==> src/rtl/serial_adder.sv <==
// serial_adder: bit-serial WIDTH-bit adder, one full_adder plus a carry flop, LSB first
module serial_adder #(
  parameter int WIDTH = 8
) (
  input  logic             clk,
  input  logic             rst_n,
  input  logic             start,
  input  logic [WIDTH-1:0] a,
  input  logic [WIDTH-1:0] b,
  input  logic             cin,
  output logic             busy,
  output logic             done,
  output logic [WIDTH-1:0] sum,
  output logic             cout
);
  localparam int CW = $clog2(WIDTH + 1);
  localparam logic [1:0] IDLE = 2'd0;
  localparam logic [1:0] RUN  = 2'd1;
  localparam logic [1:0] DONE = 2'd2;
  localparam logic [CW-1:0] LAST = CW'(WIDTH - 1);
  logic [1:0]       state;
  logic [WIDTH-1:0] sa, sb, acc, acc_nx;
  logic [CW-1:0]    cnt;
  logic             c, fs, fc, load, last;
  full_adder u_fa (.a(sa[0]), .b(sb[0]), .ci(c), .s(fs), .co(fc));
  always_comb begin
    load   = start && state != RUN;
    last   = state == RUN && cnt == LAST;
    acc_nx = (acc >> 1) | {fs, {(WIDTH-1){1'b0}}};
    busy   = state == RUN;
    done   = state == DONE;
  end
  // DONE also accepts start so back-to-back operations lose no extra cycle
  always_ff @(posedge clk or negedge rst_n) begin
    if (!rst_n) begin
      state <= IDLE;
      sa    <= '0;
      sb    <= '0;
      acc   <= '0;
      c     <= 1'b0;
      cnt   <= '0;
      sum   <= '0;
      cout  <= 1'b0;
    end else begin
      if (load) begin
        sa    <= a;
        sb    <= b;
        c     <= cin;
        cnt   <= '0;
        acc   <= '0;
        state <= RUN;
      end else if (state == RUN) begin
        sa    <= sa >> 1;
        sb    <= sb >> 1;
        acc   <= acc_nx;
        c     <= fc;
        cnt   <= cnt + 1'b1;
        state <= last ? DONE : RUN;
      end else begin
        state <= IDLE;
      end
      if (last) begin
        sum  <= acc_nx;
        cout <= fc;
      end
    end
  end
endmodule

module full_adder (
  input  logic a,
  input  logic b,
  input  logic ci,
  output logic s,
  output logic co
);
  always_comb begin
    s  = a ^ b ^ ci;
    co = (a & b) | (ci & (a ^ b));
  end
endmodule

==> config.mk <==
export PLATFORM = sky130hd
export DESIGN_NAME = serial_adder
export DESIGN_NICKNAME = d
export VERILOG_FILES = /design/src/rtl/serial_adder.sv
export SDC_FILE = /design/constraint.sdc
export NUM_CORES = 1
export LEC_CHECK = 0
export CAP_MARGIN = 20
export CORE_MARGIN = 4
export CORE_UTILIZATION = 50
export CTS_BUF_LIST = sky130_fd_sc_hd__clkbuf_8
export CTS_CLUSTER_DIAMETER = 200
export DETAILED_ROUTE_END_ITERATION = 6
export GPL_TIMING_DRIVEN = 0
export HOLD_SLACK_MARGIN = 0.08
export PLACE_DENSITY = 0.85
export SLEW_MARGIN = 20
export SYNTH_ARGS = -nofsm -noshare
export SYNTH_HDL_FRONTEND = slang
export SYNTH_SLANG_ARGS = --single-unit
==> constraint.sdc <==
create_clock -name clk -period 1.7 [get_ports clk]
set_input_delay 0.425 -clock clk [delete_from_list [all_inputs] [get_ports clk]]
set_output_delay 0.425 -clock clk [all_outputs]
set_load 0.005 [all_outputs]
# After elaboration in Yosys (flattened, before gate mapping)
# Index checks and enable logic that the tools add are counted.
[word_totals]
reg_bits = 40
output_inout_bits = 11
in_bits = 20
elab_cells = 35
[op_classes]
eq_ne = 4
n_addsub = 1
n_bitwise = 6
reduce_logical = 3
muxes = 13
[op_table]
columns = ["cell", "n"]
rows = [
  ["2-to-1 mux 8 bit", 6],
  ["2-to-1 mux 4 bit", 2],
  ["OR 7 x 8 -> 8 bit", 1],
  ["2-to-1 mux 2 bit", 3],
  ["adder 4 x 1 -> 4 bit, second input constant", 1],
  ["== test 4 x 3 -> 1 bit, second input constant", 1],
  ["bitwise AND 1 bit", 2],
  ["== test 2 x 1 -> 1 bit, second input constant", 1],
  ["== test 2 bit, second input constant", 1],
  ["logical AND 1 bit", 2],
  ["2-to-1 mux 1 bit", 2],
  ["!= test 2 x 1 -> 1 bit, second input constant", 1],
  ["nonzero test 2 bit", 1],
  ["bitwise XOR 1 bit", 2],
  ["OR 1 bit", 1],
]

# Longest topological paths before layout
# Gate-level depths: netlist of run 1.
[depth]
word_depth = 5
mapped_depth = 5
mapped_depth_nobuf = 3

# Cells and area by module
# A second synthesis of run 1 with hierarchy kept.
[hier_totals]
cells_unflattened = 146
hier_area_um2 = 1741.7
[by_module_without_submodules]
columns = ["mod", "instances", "cells_per_inst", "area_each_um2", "seq_area_each_um2"]
rows = [
  ["serial_adder", 1, 145, 1721.7, 975.9],
  ["full_adder", 1, 1, 20.0, 0.0],
]

# Least setup slack after synthesis of run 1
# OpenSTA, ideal clock, no wires.
[synth_path]
path_kind = "register to register"
start = "reg state[1]"
end = "reg sum[0]"
setup_time_ns = 0.125
t_arrival_ns = 1.296
t_required_ns = 1.575
path_buffers = 2
synth_period_minus_slack_ns = 1.421
stages_incl_launch_ff = 6
setup_slack_ns = 0.279
path_cell_list = "dfrtp_1 > nor2b_4 > buf_6 > and4b_4 > buf_12 > mux2_4"
[synth_via]
elab_chain_cells = 2
[synth_lines]
columns = ["element", "line", "source"]
rows = [
  ["from (decl)", "21", "logic [1:0] state;"],
  ["from (signal assigned)", "58", "state <= last ? DONE : RUN;"],
  ["== test 2 x 1 -> 1 bit", "28", "last = state == RUN && cnt == LAST;"],
  ["logical AND 1 bit", "28", ""],
  ["to (signal assigned)", "63", "sum <= acc_nx;"],
  ["to (decl)", "13", "output logic [WIDTH-1:0] sum,"],
]
# No other way between the ends.
# A chain may end at the register's enable or synchronous reset.

# Final worst setup path of run 1
# Same ends and word-level chain as after synthesis.

==> results of run 1 <==
[layout make-up]
class / instances / area share [%]
Clock inverter: 3 / 0.680
Timing Repair Buffer: 31 / 14.9
Multi-Input combinational cell: 97 / 31.5
Buffer: 9 / 2.94
Clock buffer: 5 / 3.11
Sequential cell: 39 / 44.2
Tap cell: 46 / 2.60
[final timing paths]
kind	startpoint	end	slack, ns	cells after the start
worst min register to register	sa[6]$_DFFE_PN0P_	sa[5]$_DFFE_PN0P_	0.48	2
worst max register to register	state[1]$_DFF_PN0_	sum[0]$_DFFE_PN0P_	0.07	6
max in group asynchronous	rst_n	sb[6]$_DFFE_PN0P_	1.14	2
worst min-delay path	rst_n	sum[1]$_DFFE_PN0P_	0.09	1
worst max-delay path	state[1]$_DFF_PN0_	sum[0]$_DFFE_PN0P_	0.07	6
min in group clk	sa[6]$_DFFE_PN0P_	sa[5]$_DFFE_PN0P_	0.48	2
[critical path: cells and delay by family (launching register included)]
family	cells	cell delay [ns]
and+or+nand+nor	2	0.41
buffers and inverters	3	0.39
DFF	1	0.41
muxes	1	0.30
[flip-flops by register name, indices dropped and copies added (netlist names)]
| signal | count |
|---|---|
| acc | 7 |
| c | 1 |
| cnt | 4 |
| cout | 1 |
| sa | 8 |
| sb | 8 |
| state | 2 |
| sum | 8 |
[stage by stage]
| step | setup slack (ns) | instance area (um2) |
|---|---|---|
| floorplan | 0.279 | 1740 |
| global placement | -0.644 | 2090 |
| detailed placement | -0.318 | 2110 |
| CTS | 0.0301 | 2200 |
| global route | 0.0133 | 2210 |
| finish | 0.0715 | 2210 |
[cell families after synthesis]
| kind of cell | share of synthesized area [%] |
|---|---|
| and+or+nand+nor | 11.4 |
| DFF | 56.2 |
| muxes | 18.6 |
| AOI/OAI and AO/OA | 7.63 |
| buffers and inverters | 3.74 |
| adders and majority gates | 1.87 |
| xor gates and xnor gates | 0.504 |
[metal layers]
layer / global-route usage [%] / part of all wire [%] / up-vias
met5: 0 / 0 / -
met4: 6.84 / 1.5 / 0
met3: 6.24 / 5.4 / 7
met1: 23.0 / 44 / 616
met2: 29.8 / 49 / 40
li1: - / - / 564
[cells in the final DEF (no fill, tap or decap)]
cell type	count
a21o_1	1
a21oi_1	2
and2b_1	1
and4b_4	1
buf_12	2
buf_16	1
buf_2	4
buf_8	1
clkbuf_1	4
clkbuf_8	5
clkdlybuf4s50_1	26
clkinv_2	3
dfrtp_1	39
dlygate4sd2_1	2
fa_1	1
ha_1	1
mux2_2	3
mux2_4	8
mux2i_1	17
nand2_1	23
nand2b_1	8
nand3_1	1
nor2_1	4
nor2b_4	1
nor3b_1	1
o21ai_0	23
xnor2_1	1
[power breakdown]
group / switching, mW / internal (mW)
registers: 0.256 / 1.32
clock network: 0.322 / 0.281
logic: 0.688 / 0.813
total: 1.27 / 2.41
[what timing repair did]
action,CTS,global route
hold endpoints to repair,0,0
setup endpoints to repair,2,8
resized for setup,4,2
buffers inserted,1,0
cloned,0,0
pin swaps,0,1
==> impl_metrics.ini, run 1 <==
[floorplan]
die_area_mm2 = 0.00448
die_h_um = 67.0
die_w_um = 67.0
core-area_mm2 = 0.00334
boundaryPins = 31
rows = 21
start_util_pct = 52.1

[synthesis]
netlist_top_cells_area = dfrtp_1 56%, mux2i_1 9.8%, mux2_4 6.9%
yosysWarnings = 0
synthArstFlopShare_pct = 100
syn_nets = 168
synthCells = 146
post-synth-top-count-cell = dfrtp_1
synth_ff_type = dfrtp_1
yosysSeqAreaShare_pct = 56.2
synth.largest_area_cell = dfrtp_1
synth_area_mm2 = 0.00174
synth_common_cells = 39 x dfrtp_1, 23 x nand2_1, 23 x o21ai_0
synth_edf_count = 0
syn_area_per_cell_um2 = 11.9
synth-seq-cells = 39
synth_top_cell_area_share_pct = 56.2
ys_types = 22

[critical_path]
required_ns = 1.88
crit_type = reg -> reg
slowest_stage = dfrtp_1
cp_common_cell = buf_12
cp.arrival_ns = 1.81
worstPathCellList = nor2b_4 > buf_8 > buf_12 > and4b_4 > buf_12 > mux2_4
cp_max_fo = 18
cp-end-kind = register
start_kind = register
crit_path_max_incr_delay_ns = 0.41

[placed_design]
gp_congestion = 0.736
placedCellCount = 222
dp_hpwl_mm = 2.47
port_buffers = 29

[grt]
antenna_found_initial = 0
grt_pass1_wl_mm = 5.95
overflow = 0
grt.total_usage_pct = 18.5
grt_pass1_vias = 1259
grt_start_max_net_pins = 21

[drt]
drtPass1Iterations = 5
drt_iter0_markers = 60
drc = 0
routed_via_density = 5.33
wl_per_cell_um = 15.2
num_vias = 1227
detail-route-antenna-nets = 0
drt_wl_total_mm = 3.49

[sta]
rsz0062_at_grt = no
finClkSkew_ns = 0.00536
max_freq_mhz = 614
tns_ns = 0
setup_viol = 0
hold_viol = 0
slew_headroom_pct = 66.2
slew_viol_final = 0
layout_min_cycle_time_ns = 1.63
fin_crit_sh_pct = 95.8
worst_pin_slew_ns = 0.508
hold_ws_ns = 0.0893

[cells_and_area]
fill_cells = 283
nNetsFinal = 205
ff_latch_area_um2 = 976
diodes = 0
area_delta_synth_final_pct = 27.1
drive_gt1_share_pct = 15.8
fin_util_pct = 66.2
multi_input_area_um2 = 697
stdcell_count = 230

[cts]
cts_buffer_depth = 2
ctsHoldBuffers = 0
htree_levels = 2
cts-root-buf = clkbuf_8
clkLatencyLatePin_ns = 0.29
cts_tree = done
cts_inserted_buffers = 5
clock_sinks = 39
clkTransAtPathRegs_ns = 0.08

[pwr]
power_density_mw_per_mm2 = 1660
total_power_mw = 3.68
power.leakage_nw = 1.03
irDropWorstVdd_mv = 0.653

[run_status]
status = finished clean

[flow_run]
drv_cap = 0

[worst_hold_path]
hold_class = in -> async
(Power assumes the default switching activity.)
==> inputs of run 2 (changes only) <==
--- a/config.mk
+++ b/config.mk
@@ -5,15 +5,15 @@
 export SDC_FILE = /design/constraint.sdc
 export NUM_CORES = 1
 export LEC_CHECK = 0
+export ABC_CLOCK_PERIOD_IN_PS = 1700
 export CAP_MARGIN = 20
-export CORE_MARGIN = 4
 export CORE_UTILIZATION = 50
 export CTS_BUF_LIST = sky130_fd_sc_hd__clkbuf_8
 export CTS_CLUSTER_DIAMETER = 200
 export DETAILED_ROUTE_END_ITERATION = 6
 export GPL_TIMING_DRIVEN = 0
 export HOLD_SLACK_MARGIN = 0.08
-export PLACE_DENSITY = 0.85
+export PLACE_DENSITY = 0.76
 export SLEW_MARGIN = 20
 export SYNTH_ARGS = -nofsm -noshare
 export SYNTH_HDL_FRONTEND = slang
==> impl_metrics.ini, run 2 (synthesis results as in run 1) <==
[floorplan]
boundaryPins = 31
die_h_um = 61.0
core-area_mm2 = 0.00334
start_util_pct = 52.1
rows = 21
die_area_mm2 = 0.00372
die_w_um = 61.0

[placed_design]
dp_hpwl_mm = 2.30
port_buffers = 29
gp_congestion = 0.682
placedCellCount = 222

[drt]
routed_via_density = 5.15
drc = 0
drt_wl_total_mm = 3.20
drt_iter0_markers = 57
detail-route-antenna-nets = 0
wl_per_cell_um = 13.8
num_vias = 1190
drtPass1Iterations = 4

[sta]
slew_headroom_pct = 71.1
slew_viol_final = 0
fin_crit_sh_pct = 96.0
worst_pin_slew_ns = 0.434
setup_viol = 0
layout_min_cycle_time_ns = 1.63
rsz0062_at_grt = no
hold_ws_ns = 0.486
finClkSkew_ns = 0.00670
max_freq_mhz = 613
hold_viol = 0

[critical_path]
required_ns = 1.88
r2r_start = state[1]$_DFF_PN0_
cp_max_fo = 18
crit_type = reg -> reg
reg2regPathDepth = 6
cp-end-kind = register
start_kind = register
timing.rr.end = sum[6]$_DFFE_PN0P_
cp.arrival_ns = 1.81
reg2reg_slack_ns = 0.07

[worst_hold_path]
min_to = sa[1]$_DFFE_PN0P_
min_from = sa[2]$_DFFE_PN0P_
hold_class = reg -> reg
hold_depth = 2

[grt]
antenna_found_initial = 0
overflow = 0
grt.total_usage_pct = 20.1
grt_pass1_wl_mm = 5.16
grt_pass1_vias = 1174
grt_start_max_net_pins = 23

[cts]
clkTransAtPathRegs_ns = 0.07
cts_inserted_buffers = 5
cts-root-buf = clkbuf_8
clock_sinks = 39
cts_buffer_depth = 2
cts_tree = done
clkLatencyLatePin_ns = 0.29
htree_levels = 2

[cells_and_area]
area_delta_synth_final_pct = 28.9
final_common_cell = dfrtp_1
drive_gt1_share_pct = 15.7
final_cell_mix = 39 x dfrtp_1, 26 x clkdlybuf4s50_1, 23 x nand2_1, 23 x o21ai_0, 17 x mux2i_1
diodes = 0
top_regs = sa (8), sb (8), sum (8)
nNetsFinal = 206
fin_util_pct = 67.1
stdcell_count = 231

[pwr]
irDropWorstVdd_mv = 1.00
power.leakage_nw = 1.04
power_density_mw_per_mm2 = 1660

[run_status]
status = finished clean

[flow_run]
drv_cap = 0
## run 2: what timing repair did
action | CTS | global route
hold buffers | 1 | 0
buffers inserted | 1 | 0
endpoints found under the hold margin | 17 | 0
endpoints found under the setup margin | 2 | 8
resized for setup | 4 | 2
gates cloned | 0 | 0
## run 2: metal layers
metal	vias to the layer above	GRT usage [%]	share of wire, %
met5	-	0	0
met4	0	6.82	0.47
met3	2	6.40	4.8
met2	29	36.9	53
met1	589	21.7	41
li1	570	-	-
## run 2: cell type report
type | count | area [um2]
Buffer | 9 | 65.1
Sequential cell | 39 | 976
Tap cell | 46 | 57.6
Multi-Input combinational cell | 97 | 697
Clock buffer | 7 | 96.3
Clock inverter | 1 | 7.51
Timing Repair Buffer | 32 | 340
Fill cell | 263 | 1100
## run 2: how the worst max path moves through the flow
stage	start	to	slack, ns	depth (start not counted)
3_3_place_gp	rst_n	state[1]$_DFF_PN0_	-0.62	1
5_1_grt	state[1]$_DFF_PN0_	sum[5]$_DFFE_PN0P_	0.02	6
2_1_floorplan	state[1]$_DFF_PN0_	sum[0]$_DFFE_PN0P_	0.28	5
6_report	state[1]$_DFF_PN0_	sum[6]$_DFFE_PN0P_	0.07	6
3_5_place_dp	state[1]$_DFF_PN0_	busy	-0.35	4
4_1_cts	state[1]$_DFF_PN0_	sum[6]$_DFFE_PN0P_	0.03	6
## run 2: report_power, final
part / total [mW] / leakage [nW] / switching (mW) / internal [mW]
Combinational: 1.48 / 0.486 / 0.667 / 0.812
Sequential: 1.57 / 0.504 / 0.252 / 1.32
Clock: 0.681 / 0.0505 / 0.313 / 0.369
Total: 3.73 / 1.04 / 1.23 / 2.50
## run 2: metrics by stage
step	total power [mW]	worst slack, ns	TNS [ns]	instance area (um2)
finish	3.73	0.0678	0	2240
floorplan	2.46	0.279	0	1740
global placement	2.90	-0.616	-24.29	2090
global route	4.02	0.0202	0	2240
detailed placement	3.00	-0.345	-0.345	2110
CTS	3.73	0.0289	0	2230
## run 2: critical path: stages, from the launching register on
cell,delay [ns]
dfrtp_1,0.41
nor2b_4,0.14
buf_8,0.11
buf_12,0.13
and4b_4,0.27
buf_12,0.14
mux2_4,0.30
